`src/rtl/id_ex_stage.sv`:
```
// ID/EX pipeline register for the RV32I core: captures decode fields, inserts
// load-use bubbles, squashes on taken branches and counts inserted bubbles.
module id_ex_stage #(
  parameter int XLEN  = 32,
  parameter int CNT_W = 16
) (
  input  logic             clk,
  input  logic             rst,
  input  logic             Valid_D,
  input  logic [XLEN-1:0]  PC_D,
  input  logic [XLEN-1:0]  PCPlus4_D,
  input  logic [XLEN-1:0]  RD1_D,
  input  logic [XLEN-1:0]  RD2_D,
  input  logic [XLEN-1:0]  ImmExt_D,
  input  logic [4:0]       RS1_D,
  input  logic [4:0]       RS2_D,
  input  logic [4:0]       RD_D,
  input  logic             RegWrite_D,
  input  logic             MemWrite_D,
  input  logic             Jump_D,
  input  logic             Branch_D,
  input  logic             ALUSrc_D,
  input  logic [1:0]       ResultSrc_D,
  input  logic [2:0]       ALUControl_D,
  input  logic             PCSrc_E,
  input  logic             StallE,
  output logic             Valid_E,
  output logic [XLEN-1:0]  PC_E,
  output logic [XLEN-1:0]  PCPlus4_E,
  output logic [XLEN-1:0]  RD1_E,
  output logic [XLEN-1:0]  RD2_E,
  output logic [XLEN-1:0]  ImmExt_E,
  output logic [4:0]       RS1_E,
  output logic [4:0]       RS2_E,
  output logic [4:0]       RD_E,
  output logic             RegWrite_E,
  output logic             MemWrite_E,
  output logic             Jump_E,
  output logic             Branch_E,
  output logic             ALUSrc_E,
  output logic [1:0]       ResultSrc_E,
  output logic [2:0]       ALUControl_E,
  output logic             StallF,
  output logic             StallD,
  output logic             FlushD,
  output logic [CNT_W-1:0] BubbleCount
);

  typedef struct packed {
    logic            valid;
    logic [XLEN-1:0] pc;
    logic [XLEN-1:0] pc4;
    logic [XLEN-1:0] rd1;
    logic [XLEN-1:0] rd2;
    logic [XLEN-1:0] imm;
    logic [4:0]      rs1;
    logic [4:0]      rs2;
    logic [4:0]      rd;
    logic            reg_write;
    logic            mem_write;
    logic            jump;
    logic            branch;
    logic            alu_src;
    logic [1:0]      result_src;
    logic [2:0]      alu_ctrl;
  } ex_t;

  ex_t             ex_q, ex_d;
  logic [CNT_W-1:0] cnt_q, cnt_d;
  logic            lu, fl;

  always_comb begin
    lu = ex_q.valid && (ex_q.result_src == 2'b01) && (ex_q.rd != 5'd0) && Valid_D &&
         ((ex_q.rd == RS1_D) || (ex_q.rd == RS2_D));
    fl = PCSrc_E & ex_q.valid;
    ex_d  = ex_q;
    cnt_d = cnt_q;
    if (!StallE) begin
      if (fl) begin
        ex_d = '0;
      end else if (lu) begin
        ex_d = '0;
        if (cnt_q != {CNT_W{1'b1}}) cnt_d = cnt_q + 1'b1;
      end else begin
        // Invalid D slots still pass datapath fields but can never write or redirect.
        ex_d.valid      = Valid_D;
        ex_d.pc         = PC_D;
        ex_d.pc4        = PCPlus4_D;
        ex_d.rd1        = RD1_D;
        ex_d.rd2        = RD2_D;
        ex_d.imm        = ImmExt_D;
        ex_d.rs1        = RS1_D;
        ex_d.rs2        = RS2_D;
        ex_d.rd         = RD_D;
        ex_d.reg_write  = RegWrite_D & Valid_D;
        ex_d.mem_write  = MemWrite_D & Valid_D;
        ex_d.jump       = Jump_D & Valid_D;
        ex_d.branch     = Branch_D & Valid_D;
        ex_d.alu_src    = ALUSrc_D;
        ex_d.result_src = ResultSrc_D & {2{Valid_D}};
        ex_d.alu_ctrl   = ALUControl_D;
      end
    end
  end

  always_ff @(posedge clk or posedge rst) begin
    if (rst) begin
      ex_q  <= '0;
      cnt_q <= '0;
    end else begin
      ex_q  <= ex_d;
      cnt_q <= cnt_d;
    end
  end

  assign Valid_E      = ex_q.valid;
  assign PC_E         = ex_q.pc;
  assign PCPlus4_E    = ex_q.pc4;
  assign RD1_E        = ex_q.rd1;
  assign RD2_E        = ex_q.rd2;
  assign ImmExt_E     = ex_q.imm;
  assign RS1_E        = ex_q.rs1;
  assign RS2_E        = ex_q.rs2;
  assign RD_E         = ex_q.rd;
  assign RegWrite_E   = ex_q.reg_write;
  assign MemWrite_E   = ex_q.mem_write;
  assign Jump_E       = ex_q.jump;
  assign Branch_E     = ex_q.branch;
  assign ALUSrc_E     = ex_q.alu_src;
  assign ResultSrc_E  = ex_q.result_src;
  assign ALUControl_E = ex_q.alu_ctrl;
  assign BubbleCount  = cnt_q;

  // A flush squashes the dependent D instruction, so it overrides the interlock.
  assign StallF = StallE | (lu & ~fl);
  assign StallD = StallE | (lu & ~fl);
  assign FlushD = fl & ~StallE;

endmodule

```
`config.mk`:
```
export PLATFORM = sky130hd
export DESIGN_NAME = id_ex_stage
export DESIGN_NICKNAME = d
export VERILOG_FILES = /design/src/rtl/id_ex_stage.sv
export SDC_FILE = /design/constraint.sdc
export NUM_CORES = 1
export LEC_CHECK = 0
export BUFFER_PORTS_ARGS = -buffer_cell sky130_fd_sc_hd__buf_2
export CORE_AREA = 2 2 153 155
export DETAILED_ROUTE_END_ITERATION = 6
export DIE_AREA = 0 0 155 157
export MAX_ROUTING_LAYER = met4
export SETUP_SLACK_MARGIN = 0.2
export SLEW_MARGIN = 25
export SYNTH_ARGS = -nofsm -noshare
export SYNTH_HDL_FRONTEND = slang
export SYNTH_SLANG_ARGS = --single-unit
```
`constraint.sdc`:
```
create_clock -name clk -period 7 [get_ports clk]
set_input_delay 0 -clock clk [delete_from_list [all_inputs] [get_ports clk]]
set_output_delay 0 -clock clk [all_outputs]
set_load 0.05 [all_outputs]
```
== Word-level counts from Yosys, hierarchy flattened ==
Cells that the tools add are included.

* Output and inout bits: 205
* Logic and storage cells: 42
* Register bits: 202
* Input bits: 190

* Bitwise logic cells: 11
* Add/sub/neg operators: 1
* Reductions and logical operators: 7
* Muxes and demuxes: 2
* Equality and inequality tests: 4

{| class="wikitable"
|+ Operators by type and width
! cell !! count
|-
| 186-bit 2-to-1 mux || 2
|-
| 16-bit by 1-bit adder with 16-bit output (second input constant) || 1
|-
| 16-bit != test (second input constant) || 1
|-
| 5-bit equality test || 2
|-
| 1-bit bitwise AND || 7
|-
| 5-bit nonzero test || 1
|-
| 1-bit logical AND || 4
|-
| 4-bit AND reduction || 1
|-
| 2-bit bitwise AND || 1
|-
| 2-bit by 1-bit equality test with 1-bit output (second input constant) || 1
|-
| 1-bit inverter || 2
|-
| 1-bit logical OR || 1
|-
| 1-bit bitwise OR || 1
|}

== Depth between registers and ports, before layout ==
* Word-level depth: 7
* Gate-level depth with buffers: 8

== Worst setup path after synthesis ==
No wires, ideal clock.

* Path type: register -> output
* Start point: register ex_q (netlist bit RD_E[0])
* End point: output port StallF
* Setup slack: 4067 ps
* Required time: 7000 ps
* Path buffers: 2
* Arrival time: 2933 ps
* Stages on the path, launching flop included: 8
* Path through: dfrtp_1 > xnor2_1 > nand3_1 > o22ai_1 > clkbuf_1 > nand2_1 > o21bai_1 > buf_4

* Word-level cells in the longest chain between the ends: 6
* Elaborated cells on any way between the ends: 9

{| class="wikitable"
|+ RTL lines
! element !! line !! RTL
|-
| start, declared || 68 || <nowiki>ex_t ex_q, ex_d;</nowiki>
|-
| start signal, assigned || 108 || <nowiki>ex_q <= '0;</nowiki>
|-
| start signal, assigned || 111 || <nowiki>ex_q <= ex_d;</nowiki>
|-
| 5-bit nonzero test || 73 || <nowiki>lu = ex_q.valid && (ex_q.result_src == 2'b01) && (ex_q.rd != 5'd0) && Valid_D &&</nowiki>
|-
| 1-bit logical AND (2 in a row) || 73 ||
|-
| 1-bit logical AND (*) || 73 ||
|-
| 1-bit bitwise AND (*) || - ||
|-
| 1-bit bitwise OR (*) || - ||
|-
| end, declared || 43 || <nowiki>output logic StallF,</nowiki>
|}

Mark *: on every way between the ends. The rest lies on a longest branch, timed or not.

== Worst setup path after layout ==
* Start point: register ex_q (netlist bit RD_E[1])
* End point: register ex_q (netlist bit Jump_E)

* Word-level cells in the longest chain between the ends: 6
* Elaborated cells on any way between the ends: 9

{| class="wikitable"
|+ RTL lines
! element !! line !! RTL
|-
| 5-bit nonzero test || 73 ||
|-
| 1-bit logical AND (2 in a row) || 73 ||
|-
| 1-bit logical AND (*) || 73 ||
|-
| 186-bit 2-to-1 mux (*) || 81 || <nowiki>end else if (lu) begin</nowiki>
|-
| 186-bit 2-to-1 mux (*) || 79 || <nowiki>if (fl) begin</nowiki>
|}

Marks and branches as above.
A chain may end at the register's enable or synchronous reset.

==> out/metrics.yaml <==
cts_setup_buffers: 0
place_hpwl_mm: 15.0
detail_route.wirelength_mm: 24.5
routed-via-count: 6841
drive_above_1_share_pct: 39.7
pin_count_of_the_biggest_net_entering_global_routing: 142
timing.critical_path.max_delay_family: "buffers and inverters"
max_slew.worst_pin.slew_ps: 960
worst_clk_skew_ps: 8.82
maxSlewHeadroom_pct: 36.0
fin_ws_ps: 3640
final_min_period_over_clock_period_pct: 48.0
yosysSeqAreaShare_pct: 67.5
areaGrowthSynthToFinish_pct: 65.4
worst-path-buf-inv: 3
total_leakage_power_nw: 6.36
cts_sinks: 202
grt_setup_unrepaired: "no"
avgRoutedWirePerCell_um: 17.6
fin_crit_ps: 3360
cts-buffers-inserted: 23
setup_total_negative_slack_ps: 0
ctsHtreeMaxLevel: 1
yosys-top-cells-area: "sky130_fd_sc_hd__dfrtp_1, sky130_fd_sc_hd__a22o_1, sky130_fd_sc_hd__xnor2_1, sky130_fd_sc_hd__clkbuf_1, sky130_fd_sc_hd__nand3_1"
share_of_synthesized_cell_area_in_and_or_nand_and_nor_gates_pct: 3.61
reg2reg_depth: 7
cts-resized-gates: 0
dieWidth_um: 155
worst-path-stages: 7
timing_max_transition_violations_final: 0
final-hold-violation-count: 0
floorplan.die.height_um: 157
global_route_wire_length_before_repair_mm: 38.1
synth_compound_area_share_pct: 22.8
critical_path_endpoint_category: "flip-flop"
num-fill-cells: 1828
largest_family_of_logic_cells_by_synthesized_area: "compound AO/OA/AOI/OAI gates"
fp.dieArea_um2: 24300
clock_tree_from_tritoncts: "yes"
post_synth_instance_area_um2: 7490
numPlacedInstances: 1159
start_kind: "flip-flop"
critPathSlowestCell: "sky130_fd_sc_hd__buf_4"
dr.pass1.iters: 4
synth_edf_count: 0
outcome: "complete, no violations"
drtIter0Drc: 377
synth_area_leader_cell: "sky130_fd_sc_hd__dfrtp_1"
io_pins: 395
cp_cell_sequence: "or4_1 -> o21ai_2 -> inv_2 -> a221oi_4 -> buf_4 -> a32o_1 -> dlygate4sd3_1"
critical_path.max_stage_delay_ps: 680
clk-insertion-delay-late_ps: 500
yosys-mux-area-fraction_pct: 0.150
power-per-cell-area_nw_per_um2: 280
crit_path_max_fanout: 71
dp_worst_setup_slack_ps: 3780
final_nets: 1284
number_of_synthesized_register_bits: 202
clkTransAtPathRegs_ps: 60
number_of_antenna_violations_at_the_first_check_in_global_routing: 0
groute.usage.overall_pct: 19.9
total_core_area_um2: 22500
clockBufferDepth: 3
max-cap-violations: 0
n_antenna_cell: 0
vdd.ir_drop.worst_uv: 164
detail_route.drc_violations: 0
critical_path_class: "reg2reg"
portbufs: 394
global_route.overflow_total: 0
holdBufCountCts: 194
starting_density_of_the_core_pct: 33.3
synthArstFlopShare_pct: 100
cp_data_required_time_ps: 7430
unique_masters_post_synth: 29
synth_largest_type_area_fraction_pct: 67.5
stdcell_count: 1392
route.detailed.vias_per_inst: 4.91
worst_hold_path.num_cells: 2
ant_nets: 0
syn_inst: 520
layout.cells.most_common_list: "sky130_fd_sc_hd__buf_2, sky130_fd_sc_hd__dfrtp_1, sky130_fd_sc_hd__dlygate4sd3_1"
holdCritPathClass: "in2reg"
synthesized_area_divided_by_synthesized_cell_count_um2: 14.4
via_count_of_the_first_global_routing_pass: 7116
adder_cell_area_share_of_the_yosys_netlist_pct: 0.167
post_synthesis_net_count: 711
xor_xnor_portion_of_the_synthesized_cell_area_pct: 2.92
row_count: 55
yosys_warnings: 0
clockRootBuffer: "sky130_fd_sc_hd__clkbuf_16"
synthFlopType: "sky130_fd_sc_hd__dfrtp_1"
finalWeightedCongestion: 0.792
layout_commonest_cell: "sky130_fd_sc_hd__buf_2"
post-layout-total-power_mw: 3.46
finalSetupViolations: 0
critical_path_arrival_ps: 3790
fmax_mhz: 298
worst reg2reg max path, delay by kind of cell, from the launching register on:
kind            cells  cell delay [ps]
flops               1              430
buf+inv             3             1310
simple gates        1              560
compound gates      3              980
final cells by class:
cell class | instances | area [um^2] | area share [%]
Clock buffer | 32 | 659 | 5.32
Clock inverter | 7 | 110 | 0.889
Inverter | 3 | 23.8 | 0.192
Multi-Input combinational cell | 269 | 2220 | 17.9
Sequential cell | 202 | 5050 | 40.8
Tap cell | 285 | 357 | 2.88
Timing Repair Buffer | 594 | 3970 | 32.0
logic make-up after synthesis:
group,Yosys count
mux,1
flops,202
xor+xnor,25
compound gates,193
fa+ha+maj,1
buf+inv,49
simple gates,49
power by group:
part / internal (mW) / total (mW) / switching, mW
logic: 0.281 / 0.889 / 0.608
clock network: 0.762 / 1.23 / 0.464
registers: 1.28 / 1.35 / 0.0691
total: 2.32 / 3.46 / 1.14
flip-flops by register name, summed over array words and instances (netlist names):
register,flops
MemWrite_E,1
Jump_E,1
Branch_E,1
ImmExt_E,32
RS1_E,5
ALUControl_E,3
ResultSrc_E,2
ALUSrc_E,1
RD_E,5
RD1_E,32
RegWrite_E,1
RS2_E,5
RD2_E,32
PCPlus4_E,32
BubbleCount,16
Valid_E,1
PC_E,32
per-layer routing:
layer | up-vias | part of all wire, % | GRT usage (%)
met1 | 3331 | 41 | 24.6
met4 | 0 | 3.3 | 6.79
met5 | - | 0 | -
li1 | 3131 | - | -
met3 | 67 | 6.7 | 3.74
met2 | 312 | 49 | 32.9
path summary, 6_finish.rpt:
check                                    from       endpoint  slack, ps
worst max register to register        RD_E[1]         Jump_E       3640
min in group asynchronous                 rst   PCPlus4_E[3]        130
worst min-delay path                   StallE        Valid_E        120
max in group asynchronous                 rst       RD2_E[9]       5540
worst max-delay path                  RD_E[1]         Jump_E       3640
worst min register to register  PCPlus4_E[10]  PCPlus4_E[10]        500
per-stage QoR:
stage	hold WS, ps	utilization, %	area, um^2
after global placement	212	43.0	9670
after floorplan	129	-	7490
final	118	55.0	12400
after global routing	140	55.0	12400
after detailed placement	216	43.0	9670
after CTS	123	55.0	12400
cell usage after synthesis, types with 2 or more instances:
| library cell | instances |
|---|---|
| sky130_fd_sc_hd__dfrtp_1 | 202 |
| sky130_fd_sc_hd__xnor2_1 | 25 |
| sky130_fd_sc_hd__inv_1 | 2 |
| sky130_fd_sc_hd__clkbuf_1 | 29 |
| sky130_fd_sc_hd__nor4_1 | 2 |
| sky130_fd_sc_hd__a22o_1 | 180 |
| sky130_fd_sc_hd__and3_1 | 4 |
| sky130_fd_sc_hd__buf_2 | 12 |
| sky130_fd_sc_hd__nand2_1 | 8 |
| sky130_fd_sc_hd__and4_1 | 4 |
| sky130_fd_sc_hd__nor2_1 | 6 |
| sky130_fd_sc_hd__nand4_1 | 7 |
| sky130_fd_sc_hd__buf_4 | 5 |
| sky130_fd_sc_hd__a32o_1 | 6 |
| sky130_fd_sc_hd__nand3_1 | 14 |
Power figures use the tool's default switching activity.
